$ cat src/rtl/pool_pkg.sv
// Shared types and helpers for the 2x2 stride-2 pooling controller.
package pool_pkg;

  typedef enum logic [1:0] {
    IDLE     = 2'd0,
    EVEN_ROW = 2'd1,
    ODD_ROW  = 2'd2,
    DRAIN    = 2'd3
  } pool_state_e;

  localparam int POOL_AVG = 0;
  localparam int POOL_MAX = 1;

  // Counter width for a 0..n-1 range; never narrower than one bit.
  function automatic int cnt_w(input int n);
    return (n <= 2) ? 1 : $clog2(n);
  endfunction

endpackage

$ cat src/rtl/pool_combine.sv
// Two-input signed combine: maximum for max pooling, full-width add for average pooling.
module pool_combine
  import pool_pkg::*;
#(
  parameter int W     = 10,
  parameter int PTYPE = POOL_MAX
) (
  input  logic signed [W-1:0] i_a,
  input  logic signed [W-1:0] i_b,
  output logic signed [W-1:0] o_y
);

  if (PTYPE == POOL_MAX) begin : g_max
    assign o_y = (i_a > i_b) ? i_a : i_b;
  end else begin : g_add
    assign o_y = i_a + i_b;
  end

endmodule

$ cat src/rtl/pool2x2_ctrl.sv
// Streaming 2x2 stride-2 pooling controller: row-major pixels in, one pooled value per window out.
// Handshakes: a transfer happens on a rising edge where valid && ready; out_valid/out_data hold until accepted.
module pool2x2_ctrl
  import pool_pkg::*;
#(
  parameter int N     = 8,
  parameter int Q     = 4,
  parameter int IMG_W = 8,
  parameter int IMG_H = 8,
  parameter int PTYPE = POOL_MAX
) (
  input  logic              clk,
  input  logic              reset,
  input  logic              start,
  output logic              busy,
  output logic              done,
  input  logic [N-1:0]      in_data,
  input  logic              in_valid,
  output logic              in_ready,
  output logic [N-1:0]      out_data,
  output logic              out_valid,
  input  logic              out_ready,
  output pool_state_e       o_dbg_state
);

  localparam int W   = N + 2;
  localparam int CW  = cnt_w(IMG_W);
  localparam int RW  = cnt_w(IMG_H);
  localparam int IW  = cnt_w(IMG_W / 2);
  localparam int LBD = 1 << IW;

  if ((IMG_W % 2) != 0 || (IMG_H % 2) != 0 || IMG_W < 2 || IMG_H < 2 || Q >= N) begin : g_param_check
    $error("pool2x2_ctrl: image dimensions must be even and >= 2, and Q < N");
  end

  pool_state_e         r_state;
  pool_state_e         w_state_nxt;
  logic [CW-1:0]       r_col;
  logic [RW-1:0]       r_row;
  logic [N-1:0]        r_h;
  logic signed [W-1:0] r_line_buf [LBD];
  logic [N-1:0]        r_out_data;
  logic                r_out_valid;
  logic                r_done;

  logic                w_in_ready;
  logic                w_acc;
  logic                w_col_last;
  logic                w_row_last;
  logic                w_win;
  logic                w_done_nxt;
  logic [IW-1:0]       w_lb_idx;
  logic signed [W-1:0] w_h_ext;
  logic signed [W-1:0] w_px_ext;
  logic signed [W-1:0] w_pair;
  logic signed [W-1:0] w_quad;
  logic signed [W-1:0] w_res_full;
  logic [N-1:0]        w_result;
  logic                w_unused;

  assign w_in_ready = (r_state == EVEN_ROW || r_state == ODD_ROW) && (!r_out_valid || out_ready);
  assign w_acc      = in_valid && w_in_ready;
  assign w_col_last = (r_col == CW'(IMG_W - 1));
  assign w_row_last = (r_row == RW'(IMG_H - 1));
  assign w_win      = w_acc && (r_state == ODD_ROW) && r_col[0];
  assign w_lb_idx   = IW'(r_col >> 1);

  assign w_h_ext  = {{2{r_h[N-1]}}, r_h};
  assign w_px_ext = {{2{in_data[N-1]}}, in_data};

  pool_combine #(.W(W), .PTYPE(PTYPE)) u_pair (
    .i_a (w_h_ext),
    .i_b (w_px_ext),
    .o_y (w_pair)
  );

  pool_combine #(.W(W), .PTYPE(PTYPE)) u_merge (
    .i_a (r_line_buf[w_lb_idx]),
    .i_b (w_pair),
    .o_y (w_quad)
  );

  // Sum of four N-bit values fits in N+2 bits; the arithmetic shift floors the average.
  assign w_res_full = (PTYPE == POOL_MAX) ? w_quad : (w_quad >>> 2);
  assign w_result   = w_res_full[N-1:0];
  assign w_unused   = ^w_res_full[W-1:N];

  always_comb begin
    w_state_nxt = r_state;
    w_done_nxt  = 1'b0;
    case (r_state)
      IDLE: begin
        if (start) w_state_nxt = EVEN_ROW;
      end
      EVEN_ROW: begin
        if (w_acc && w_col_last) w_state_nxt = ODD_ROW;
      end
      ODD_ROW: begin
        if (w_acc && w_col_last) w_state_nxt = w_row_last ? DRAIN : EVEN_ROW;
      end
      DRAIN: begin
        if (!r_out_valid || out_ready) begin
          w_state_nxt = IDLE;
          w_done_nxt  = 1'b1;
        end
      end
      default: w_state_nxt = IDLE;
    endcase
  end

  always_ff @(posedge clk) begin
    if (reset) begin
      r_state     <= IDLE;
      r_col       <= '0;
      r_row       <= '0;
      r_h         <= '0;
      r_out_data  <= '0;
      r_out_valid <= 1'b0;
      r_done      <= 1'b0;
    end else begin
      r_state <= w_state_nxt;
      r_done  <= w_done_nxt;
      if (r_state == IDLE && start) begin
        r_col <= '0;
        r_row <= '0;
      end else if (w_acc) begin
        if (w_col_last) begin
          r_col <= '0;
          r_row <= w_row_last ? '0 : r_row + 1'b1;
        end else begin
          r_col <= r_col + 1'b1;
        end
        if (!r_col[0]) r_h <= in_data;
      end
      // A completing window takes priority; the held result was accepted this same cycle.
      if (w_win) begin
        r_out_data  <= w_result;
        r_out_valid <= 1'b1;
      end else if (r_out_valid && out_ready) begin
        r_out_valid <= 1'b0;
      end
    end
  end

  // Line buffer holds horizontal partials across the row pair; contents survive reset.
  always_ff @(posedge clk) begin
    if (w_acc && r_state == EVEN_ROW && r_col[0]) r_line_buf[w_lb_idx] <= w_pair;
  end

  assign busy        = (r_state != IDLE);
  assign done        = r_done;
  assign in_ready    = w_in_ready;
  assign out_data    = r_out_data;
  assign out_valid   = r_out_valid;
  assign o_dbg_state = r_state;

endmodule
$ cat config.mk
export PLATFORM = sky130hd
export DESIGN_NAME = pool2x2_ctrl
export DESIGN_NICKNAME = d
export VERILOG_FILES = /design/src/rtl/pool_pkg.sv /design/src/rtl/pool_combine.sv /design/src/rtl/pool2x2_ctrl.sv
export SDC_FILE = /design/constraint.sdc
export NUM_CORES = 1
export LEC_CHECK = 0
export ABC_CLOCK_PERIOD_IN_PS = 5220
export BUFFER_PORTS_ARGS = -buffer_cell sky130_fd_sc_hd__buf_4
export CAP_MARGIN = 25
export CORE_ASPECT_RATIO = 2
export CORE_MARGIN = 5
export CORE_UTILIZATION = 60
export CTS_BUF_LIST = sky130_fd_sc_hd__clkbuf_4
export DETAILED_ROUTE_END_ITERATION = 10
export GPL_TIMING_DRIVEN = 0
export PLACE_DENSITY_LB_ADDON = 0.25
export SLEW_MARGIN = 20
export SYNTH_ARGS = -nofsm -noshare
export SYNTH_HDL_FRONTEND = slang
export SYNTH_HIERARCHICAL = 1
export SYNTH_SLANG_ARGS = --single-unit
$ cat constraint.sdc
create_clock -name clk -period 5.22 [get_ports clk]
set_input_delay 0.783 -clock clk [delete_from_list [all_inputs] [get_ports clk]]
set_output_delay 0.783 -clock clk [all_outputs]
set_load 0.01 [all_outputs]
Word level (Yosys, flattened, before mapping)
Memories as Yosys holds them, arrays and structs flattened. A register that Yosys moved wholly into a read port is not among the register bits.
Cells that the tools add are included.
{"block": "totals", "reg_bits": 26, "mem_bits_rw": 40, "mem_count": 1}
{"block": "classes", "addsub": 2, "n_lt_le_gt_ge": 2, "n_eq_ne": 9, "mux": 17, "bitwise": 3, "reduce_logical": 20}
{"name": "r_line_buf", "depth": 4, "word_bits": 10, "rd": 1, "rd_clocked_by_memory_dff": 1, "write_ports": 1, "line": "pool2x2_ctrl.sv:41", "text": "logic signed [W-1:0] r_line_buf [LBD];"}
{"operator": "two-way mux 2 bit", "count": 7}
{"operator": "greater-than comparator 10 bit", "count": 1}
{"operator": "two-way mux 10 bit", "count": 1}
{"operator": "logical AND 1 bit", "count": 9}
{"operator": "greater-than comparator 8 bit", "count": 1}
{"operator": "two-way mux 8 bit", "count": 1}
{"operator": "one-hot mux 2 bit (4 select lines)", "count": 1}
{"operator": "adder 3 x 1 -> 3 bit, second input constant", "count": 2}
{"operator": "equality test 3 bit, second input constant", "count": 2}
{"operator": "two-way mux 3 bit", "count": 2}
{"operator": "two-way mux 1 bit", "count": 5}
{"operator": "equality test 2 bit, second input constant", "count": 2}
{"operator": "inequality test 2 x 1 -> 1 bit, second input constant", "count": 2}
{"operator": "inequality test 2 bit, second input constant", "count": 2}
{"operator": "AND reduction 4 bit", "count": 1}
{"operator": "nonzero test 2 bit", "count": 2}
{"operator": "OR reduction 2 bit", "count": 2}
{"operator": "inverter 1 bit", "count": 3}
{"operator": "AND reduction 3 bit", "count": 1}
{"operator": "equality test 2 x 1 -> 1 bit, second input constant", "count": 1}
{"operator": "zero test 2 bit", "count": 1}
{"operator": "logical OR 1 bit", "count": 2}
{"operator": "AND reduction 2 bit", "count": 1}
{"operator": "zero test 1 bit", "count": 1}

Depth between registers and ports, before layout
{"block": "depth", "ltp_word": 8, "mapped_depth": 16, "depth_no_buf": 16}

By module
Netlist, hierarchy kept.
{"mod": "pool2x2_ctrl", "instances": 1, "cells_each": 181, "area_per_inst_um2": 2673.8}
{"mod": "pool_combine", "instances": 2, "cells_each": 46, "area_per_inst_um2": 404.1}

Worst setup path before layout
No wires, ideal clock.
{"block": "synth_timing", "path_type": "input-to-reg", "startpoint": "input port in_data[7]", "endpoint": "register r_out_data[0], in the netlist out_data[0]", "t_arrival_ns": 4.121, "required_time_ns": 5.092, "path_slack_ns": 0.972, "path_stages": 16, "cell_sequence": "inv_1 -> ha_1 -> and4_4 -> and2_4 -> a221oi_2 -> a311oi_4 -> mux2_2 -> inv_1 -> ha_1 -> and4_4 -> and2_4 -> a221oi_2 -> a311oi_4 -> mux2_2 -> mux2i_1 -> nor2_1"}
{"block": "synth_via", "elab_chain_cells": 4}
{"element": "start: declaration", "line": "pool2x2_ctrl.sv:17", "text": "input logic [N-1:0] in_data,"}
{"element": "greater-than comparator 8 bit", "line": "pool_combine.sv:14", "text": "assign o_y = (i_a > i_b) ? i_a : i_b;"}
{"element": "two-way mux 10 bit *", "line": "pool_combine.sv:14"}
{"element": "net w_pair[9]", "line": "pool2x2_ctrl.sv:55", "text": "logic signed [W-1:0] w_pair;"}
{"element": "greater-than comparator 10 bit *", "line": "pool_combine.sv:14"}
{"element": "two-way mux 8 bit *", "line": "pool_combine.sv:14"}
{"element": "net w_quad[0]", "line": "pool2x2_ctrl.sv:56", "text": "logic signed [W-1:0] w_quad;"}
{"element": "end signal: assignment", "line": "pool2x2_ctrl.sv:137", "text": "r_out_data <= w_result;"}
{"element": "end: declaration", "line": "pool2x2_ctrl.sv:42", "text": "logic [N-1:0] r_out_data;"}
The timed path passes the listed nets; every way through them passes the cells marked *.
A chain may end at the register's enable or synchronous reset.

Final worst setup path
{"block": "layout_timing", "startpoint": "input port in_data[7]", "endpoint": "register r_out_data[0], in the netlist out_data[0]"}
{"block": "layout_via", "elab_chain_cells": 4}
{"element": "greater-than comparator 8 bit", "line": "pool_combine.sv:14"}
{"element": "two-way mux 10 bit", "line": "pool_combine.sv:14"}
{"element": "net w_pair[3]", "line": "pool2x2_ctrl.sv:55"}
{"element": "greater-than comparator 10 bit", "line": "pool_combine.sv:14"}
{"element": "two-way mux 8 bit", "line": "pool_combine.sv:14"}
{"element": "net w_quad[0]", "line": "pool2x2_ctrl.sv:56"}
The timed path passes the listed nets, and every way through them passes these cells.

==> impl_results.rst <==
.. list-table::
   :header-rows: 1

   * - Metric
     - Value
   * - Result of the run
     - completed
   * - Number of buffers created by CTS
     - 9
   * - Crit-path slowest cell
     - a311oi_4
   * - Critical Path Sink Type
     - register
   * - DRT Wirelength
     - 6640 um
   * - Drt wl/cell
     - 17.6 um
   * - Post-synth net total
     - 313
   * - Min-delay worst type
     - register to register
   * - Via count
     - 2219
   * - Tightest hold margin
     - 467 ps
   * - Starting Density
     - 0.611
   * - Postcts setup bufs
     - 0
   * - Vias per cell
     - 5.87
   * - Startpoint-to-endpoint class of the critical path
     - primary input to register
   * - Number of max-cap violations
     - 0
   * - Number of antenna violations at the first check in global routing
     - 0
   * - Net count of the finished layout
     - 354
   * - Total of buffers placed on input and output ports
     - 26
   * - Peak supply drop
     - 343 uV
   * - Maximum clock path buffer count
     - 2
   * - Shortest period the worst path allows
     - 4480 ps
   * - Pre-Repair DR Iteration Count
     - 4
   * - Period Utilization, post-route
     - 0.858
   * - Clock Tree Root
     - clkbuf_4
   * - Area growth from synthesis to layout
     - 13.2%
   * - Max Clock Skew
     - 13.6 ps
   * - Avg Inst Size Synth
     - 12.8 sq um
   * - Sequential cell area
     - 0.00176 sq mm
   * - Proportion of layout cells with a drive suffix above 1
     - 0.300
   * - Clock tree from TritonCTS
     - built
   * - Accumulated negative setup slack
     - 0 ps
   * - Number of sinks handled by clock tree synthesis
     - 68
   * - Post-route DRC
     - 0
   * - Vias in the first global route
     - 2320
   * - H-tree depth
     - 3
   * - Commonest non-fill, non-tap cell in the layout
     - edfxtp_1
   * - Unrepaired setup endpoints after global routing
     - no
   * - Data arrival time of the critical path
     - 4770 ps
   * - Total power after layout
     - 1.37 mW
   * - Overflow left after global routing
     - 0
   * - Cts repair resizes
     - 0
   * - First-pass GRT wire length
     - 10900 um
   * - Number of buffers inserted for hold repair after clock tree synthesis
     - 0
   * - Area of the multi-input gates
     - 0.00157 sq mm
   * - Sequence of cells on the critical path
     - buf_4 > inv_1 > ha_1 > and4_4 > and2_4 > a221oi_2 > a311oi_4 > mux2_2 > inv_1 > ha_1 > a21oi_1 > o21ai_0 > a221oi_2 > a311oi_4 > mux2_2 > mux2i_1 > nor2_1
   * - Buf/Inv on CP
     - 3
   * - Die footprint
     - 0.00748 sq mm
   * - Worst Path Max Fanout
     - 10
   * - Final Setup Violations
     - 0
   * - Fin. max-slew vios
     - 0
   * - Pin count of the biggest net entering global routing
     - 12
   * - Count of nets left with antenna violations after detail routing
     - 0
   * - Total track usage
     - 0.190
   * - Cell Count, Final, Fillers Out
     - 378
   * - Slew headroom
     - 0.562
   * - Worst stage delay on the critical path
     - 600 ps
   * - Final estimated routing congestion in global placement
     - 0.822
   * - I/O Pins
     - 27
   * - Total power per unit cell area
     - 349 mW/mm^2
   * - Core region area
     - 0.00566 sq mm
   * - Crit path required time
     - 5510 ps
   * - Worst slew pin tran
     - 656 ps
   * - Clock latency at the later pin of the worst-skew pair
     - 410 ps
   * - Die Y-Extent
     - 117 um
   * - Leakage power of the design
     - 1.57 nW
   * - Max Clk Rate
     - 0.223 GHz
   * - Cell row count
     - 39
   * - Filler cell count in the final layout
     - 437
   * - Clock transition at the register clock pins on the worst setup and hold paths after CTS
     - 110 ps
   * - Final count of hold timing violations
     - 0
   * - Total of warnings raised by yosys
     - 6
   * - Category of cells accounting for the largest share of critical-path delay
     - compound AO/OA/AOI/OAI gates
   * - Die X
     - 63.7 um
   * - Cell area after synthesis
     - 0.00346 sq mm
   * - Detailed-placement wirelength estimate
     - 5090 um
   * - Highest-count cells in the layout ignoring fill and taps
     - edfxtp_1, buf_4, inv_1, ha_1, dfxtp_1
   * - Number of diodes
     - 0
   * - Drt initial violations
     - 70
   * - Cells after DPL
     - 362
   * - Critical path launch point type
     - primary input
   * - Syn Inst Count
     - 271
[area by class of cell]
type	count	share of cell area
well taps	61	0.0195
flip-flops and latches	68	0.450
clock buffers	11	0.0211
multi-input cells	167	0.401
clock inverters	5	0.0134
repair buffers	30	0.0575
inverters	30	0.0288
plain buffers	6	0.00895
[flip-flops by register name, indices dropped and copies added (netlist names), named ones only]
register     flops
r_row            3
out_valid        1
r_h              8
out_data         8
o_dbg_state      2
r_line_buf      40
r_col            3
done             1
[where the power goes]
group,total [mW],switching [mW],internal (mW),leakage [nW]
clock,0.337,0.182,0.155,0.0782
sequential,0.630,0.0208,0.609,0.591
combinational,0.400,0.217,0.183,0.899
total,1.37,0.420,0.946,1.57
[final timing paths]
| check | start | endpoint | slack [ps] | cells past startpoint |
|---|---|---|---|---|
| hold / removal | r_row[1] | r_row[1] | 470 | 2 |
| setup / recovery | in_data[7] | out_data[0] | 740 | 17 |
| setup reg to reg | r_h[7] | out_data[0] | 860 | 15 |
| hold reg to reg | r_row[1] | r_row[1] | 470 | 2 |
[tightest hold or removal path: cells and delay by family, from the launching register on]
kind,cells,cell delay (ps)
flip-flops,1,330
AND/OR/NAND/NOR,1,50
AO/OA/AOI/OAI,1,50
[metal layers]
| metal | global-route usage | vias to the layer above | wire length, um |
|---|---|---|---|
| met5 | 0 | - | 0 |
| met4 | 0.0754 | 0 | 143 |
| met3 | 0.0468 | 14 | 243 |
| met2 | 0.347 | 40 | 3730 |
| met1 | 0.200 | 1083 | 2530 |
| li1 | - | 1082 | - |
[through the flow]
step / worst slack [ps] / area, sq um / util
6_report: 743 / 3920 / 0.692
5_1_grt: 541 / 3920 / 0.692
4_1_cts: 732 / 3920 / 0.692
3_5_place_dp: 299 / 3780 / 0.668
3_3_place_gp: 392 / 3730 / 0.659
2_1_floorplan: 1030 / 3460 / -
No activity file was read; power rests on OpenSTA's default activity.
